===== src/rtl/decode_queue.sv =====
// Instruction decode queue: circular buffer of fetched instructions.
// Each entry carries a predecode (class, 32-bit-op flag, illegal flag) computed at push time.
module decode_queue #(
  parameter int unsigned DEPTH = 4,
  parameter int unsigned XLEN  = 64
) (
  input  logic                       clk,
  input  logic                       rst,
  input  logic                       flush,
  input  logic                       in_valid,
  output logic                       in_ready,
  input  logic [31:0]                in_instr,
  input  logic [XLEN-1:0]            in_pc,
  output logic                       out_valid,
  input  logic                       out_ready,
  output logic [31:0]                out_instr,
  output logic [XLEN-1:0]            out_pc,
  output logic [4:0]                 out_rd,
  output logic [4:0]                 out_rs1,
  output logic [4:0]                 out_rs2,
  output logic [3:0]                 out_class,
  output logic                       out_word,
  output logic                       out_illegal,
  output logic [$clog2(DEPTH):0]     occupancy
);

  localparam int unsigned PTR_W = $clog2(DEPTH);
  localparam int unsigned CNT_W = PTR_W + 1;

  typedef struct packed {
    logic [XLEN-1:0] pc;
    logic [31:0]     instr;
    logic [3:0]      cls;
    logic            word;
    logic            illegal;
  } entry_t;

  entry_t             r_mem [DEPTH];
  logic [PTR_W-1:0]   r_wr_ptr;
  logic [PTR_W-1:0]   r_rd_ptr;
  logic [CNT_W-1:0]   r_count;

  logic               w_push;
  logic               w_pop;
  logic [3:0]         w_cls;
  entry_t             w_entry;
  entry_t             w_head;

  // Full queue stays not-ready even when the head is popped this cycle.
  assign in_ready  = (r_count != CNT_W'(DEPTH));
  assign out_valid = (r_count != CNT_W'(0));
  assign w_push    = in_valid & in_ready & ~flush;
  assign w_pop     = out_valid & out_ready & ~flush;

  // Predecode of the incoming word from its major opcode.
  always_comb begin
    w_cls = 4'd15;
    case (in_instr[6:2])
      5'b00000: w_cls = 4'd2;
      5'b00100: w_cls = 4'd1;
      5'b00101: w_cls = 4'd8;
      5'b00110: w_cls = 4'd11;
      5'b01000: w_cls = 4'd3;
      5'b01100: w_cls = 4'd0;
      5'b01101: w_cls = 4'd7;
      5'b01110: w_cls = 4'd10;
      5'b11000: w_cls = 4'd4;
      5'b11001: w_cls = 4'd6;
      5'b11011: w_cls = 4'd5;
      5'b11100: w_cls = 4'd9;
      default:  w_cls = 4'd15;
    endcase
    if (in_instr[1:0] != 2'b11) w_cls = 4'd15;
    w_entry.pc      = in_pc;
    w_entry.instr   = in_instr;
    w_entry.cls     = w_cls;
    w_entry.word    = (w_cls == 4'd10) || (w_cls == 4'd11);
    w_entry.illegal = (w_cls == 4'd15);
  end

  // Storage array; cleared on reset so head outputs are never X.
  always_ff @(posedge clk or posedge rst) begin
    if (rst) begin
      for (int i = 0; i < int'(DEPTH); i++) r_mem[i] <= '0;
    end else if (w_push) begin
      r_mem[r_wr_ptr] <= w_entry;
    end
  end

  always_ff @(posedge clk or posedge rst) begin
    if (rst) begin
      r_wr_ptr <= '0;
      r_rd_ptr <= '0;
      r_count  <= '0;
    end else if (flush) begin
      r_wr_ptr <= '0;
      r_rd_ptr <= '0;
      r_count  <= '0;
    end else begin
      if (w_push) r_wr_ptr <= r_wr_ptr + PTR_W'(1);
      if (w_pop)  r_rd_ptr <= r_rd_ptr + PTR_W'(1);
      case ({w_push, w_pop})
        2'b10:   r_count <= r_count + CNT_W'(1);
        2'b01:   r_count <= r_count - CNT_W'(1);
        default: r_count <= r_count;
      endcase
    end
  end

  assign w_head      = r_mem[r_rd_ptr];
  assign out_instr   = w_head.instr;
  assign out_pc      = w_head.pc;
  assign out_rd      = w_head.instr[11:7];
  assign out_rs1     = w_head.instr[19:15];
  assign out_rs2     = w_head.instr[24:20];
  assign out_class   = w_head.cls;
  assign out_word    = w_head.word;
  assign out_illegal = w_head.illegal;
  assign occupancy   = r_count;

endmodule

===== config.mk =====
export PLATFORM = sky130hd
export DESIGN_NAME = decode_queue
export DESIGN_NICKNAME = d
export VERILOG_FILES = /design/src/rtl/decode_queue.sv
export SDC_FILE = /design/constraint.sdc
export NUM_CORES = 1
export LEC_CHECK = 0
export CAP_MARGIN = 10
export CORE_MARGIN = 3
export CORE_UTILIZATION = 60
export DETAILED_ROUTE_END_ITERATION = 12
export GPL_ROUTABILITY_DRIVEN = 0
export PLACE_DENSITY = 0.95
export SYNTH_ARGS = -nofsm -noshare
export SYNTH_HDL_FRONTEND = slang
export SYNTH_SLANG_ARGS = --single-unit

===== constraint.sdc =====
create_clock -name clk -period 30.1 [get_ports clk]
set_input_delay 6.02 -clock clk [delete_from_list [all_inputs] [get_ports clk]]
set_output_delay 6.02 -clock clk [all_outputs]
set_load 0.005 [all_outputs]

==> metrics.cfg <==
[clock_tree]
worstSkewPairLatency_ns=0.53
clk_pin_slew_ns=0.06
cts_tree=yes
cts_resized=0
clkSinkCount=415
cts_made_buffers=43
cts_max_level=2
cts-hold-fix-buffers=0
root_buffer=clkbuf_16
clockBufferDepth=3
cts_setup_buffers=0

[sta]
clock.fmax_mhz=105
drv_slew=0
min_period_ns=9.49
worst_slack_ns=20.61
fin_skew_ns=0.0169
fin_crit_sh_pct=31.5
timing.slew.headroom_pct=27.8
finalSetupTns_ns=0
hold_viol_final=0
rsz0062_at_grt=no
setup_viol=0
worst_pin_slew_ns=1.08

[route]
first_pass_iters=4
vias=10426
dr.first_iter.drc_count=685
antenna_left=0
drc_errors=0
viasPerCell=6.07
wirelength_um=39500
wl_per_cell_um=23.0

[pwr]
p_per_area_mw_per_mm2=108
seqPwrFrac_pct=41.0
switching_share_pct=27.7
ir_worst_vdd_mv=0.0709
p_int_uw=1710
leakage_uw=0.00957
p_sw_uw=656
clkPwrFrac_pct=22.0
combPwrFrac_pct=36.9

[finish]
design_area_mm2=0.0220
diodes=0
nets=1410
layout-drive-gt1-share_pct=36.8
area_delta_synth_final_pct=20.4

[synth]
async_flop_share_pct=100
synth_edf_count=0
synth_simple_gate_area_share_pct=1.66
synthCells=1110
ys_ff_latch=415
synthAdderAreaFrac_pct=0.658
syn_area_mm2=0.0182
ys.flop_type=dfrtp_1
synth_compound_area_share_pct=1.07
synth_fp_nets=1220
ys_warn_count=0
ys_seq_area_share_pct=56.9
syn_area_per_cell_um2=16.4
synth_mux_area_share_pct=36.6
synth_top_family_by_area=multiplexers
synth_xor_area_share_pct=0.240
ys_types=33

[critical_path]
crit_path_top_delay_cell=dfrtp_4
start_kind=register
worst_path_largest_cell_delay_ns=1.08
critical_path.max_fanout=64
critical_path_buf_inv_count=2
cp-end-kind=output pin
worstSetupPathType=register to output pin
crit_arrival_ns=3.47
cp.required_ns=24.08
crit_family=buffers and inverters
worstPathCellList=buf_4, mux4_2, clkdlybuf4s50_1

[grt]
met3_usage_pct=5.75
grt_usage_pct=24.4
grt_pass1_wl_um=63600
use_met2_pct=41.9
grt_max_degree=184
overflow=0
gr-usage-met1_pct=31.8
antenna_found_initial=0
busiest_layer=met2
grt_pass1_vias=11520

[placed_design]
hpwl_um=23500
io_buffers=222
post-place-ws_ns=21.11
placed_area_mm2=0.0206

[die]
die_h_um=180
start_util_pct=61.2
dieArea_mm2=0.0325
io_pins=223
core_area_mm2=0.0298
row_count=63
die_w_um=180

[flow_run]
drv_cap=0

[min_path]
hp-class=register to register

[outcome]
status=finished, final reports clean

placed cells by master, fill, tap and decap left out, types with 2 or more instances in the layout:
cell,count
clkinv_2,2
nor2b_1,5
bufinv_16,2
clkdlybuf4s50_1,222
a21oi_1,7
nor2_1,9
mux2_1,80
clkbuf_16,44
clkbuf_8,10
dfrtp_4,2
mux2i_1,2
nor4b_1,2
ha_1,8
nand2_4,4
dfrtp_1,413
o21ai_0,23
clkbuf_1,13
mux2_2,308
nand3_1,3
nand2_1,28
inv_1,6
buf_4,8
a31oi_1,2
mux4_2,102
or3_1,5
xnor2_1,4
cell type report:
cell class	count	area (um2)
tap	390	488
sequential	415	10400
clock inverter	7	103
clock buffer	67	1290
multi-input combinational	602	7370
inverter	7	33.8
fill	1735	7820
timing repair buffer	231	2300
stage by stage:
step	instances	hold WS (ns)	power [uW]	util [%]
3_5_place_dp	1645	0.468	1840	69.1
2_1_floorplan	1110	0.445	1450	-
6_report	1719	0.479	2360	73.8
3_3_place_gp	1645	0.458	1790	69.1
4_1_cts	1719	0.481	2380	73.8
5_1_grt	1719	0.491	2480	73.8
flip-flops by register name (all words and copies together), names as in the netlist:
register	cells
r_mem	408
r_wr_ptr	2
r_rd_ptr	2
occupancy	3
worst min-delay path: stages, from the launching register on:
cell	delay, ns
dfrtp_1	0.34
nand2_1	0.05
o21ai_0	0.06
synthesized netlist by cell type, drive strengths merged (2+ instances only):
| cell type | count | area share, % |
|---|---|---|
| nand3 | 3 | 0.082 |
| or3 | 5 | 0.17 |
| nand2 | 32 | 0.71 |
| dfrtp | 415 | 57 |
| inv | 7 | 0.14 |
| mux2i | 2 | 0.11 |
| ha | 8 | 0.55 |
| mux4 | 102 | 13 |
| clkbuf | 12 | 0.25 |
| nor4b | 2 | 0.096 |
| nor2 | 9 | 0.19 |
| nor2b | 5 | 0.17 |
| o21ai | 23 | 0.63 |
| buf | 74 | 2.4 |
| nor3b | 2 | 0.11 |
| xnor2 | 4 | 0.19 |
| mux2 | 388 | 24 |
| a31oi | 2 | 0.069 |
| a21oi | 7 | 0.19 |
worst paths after layout:
kind / from / endpoint / slack, ns / depth (start not counted)
hold / removal: r_mem[309] / r_mem[309] / 0.48 / 2
setup reg to reg: occupancy[0] / r_mem[243] / 27.07 / 5
max in group asynchronous: rst / r_mem[232] / 22.24 / 3
min in group asynchronous: rst / r_mem[77] / 6.11 / 2
hold reg to reg: r_mem[309] / r_mem[309] / 0.48 / 2
setup / recovery: r_rd_ptr[1] / out_instr[5] / 20.61 / 3
kinds of logic (layout without fill, tap and decap cells):
logic type	count (synthesis)	in the layout
and+or+nand+nor	60	60
xor gates and xnor gates	5	5
buffers and inverters	93	312
adders and majority gates	9	9
DFF	415	415
AOI/OAI and AO/OA	36	36
muxes	492	492
power groups by stage:
stage / Combinational, uW / Sequential [uW] / Clock (uW)
4_1_cts: 885 / 968 / 529
3_3_place_gp: 844 / 945 / 0
2_1_floorplan: 544 / 903 / 0
5_1_grt: 932 / 997 / 554
3_5_place_dp: 874 / 970 / 0
6_report: 873 / 970 / 521
layer usage:
layer	part of all wire, %	vias up	wire [um]
li1	-	4487	-
met1	41	5569	16100
met2	51	311	20100
met3	6.3	59	2480
met4	2.1	0	814
met5	0	-	0
(Power assumes the default switching activity.)
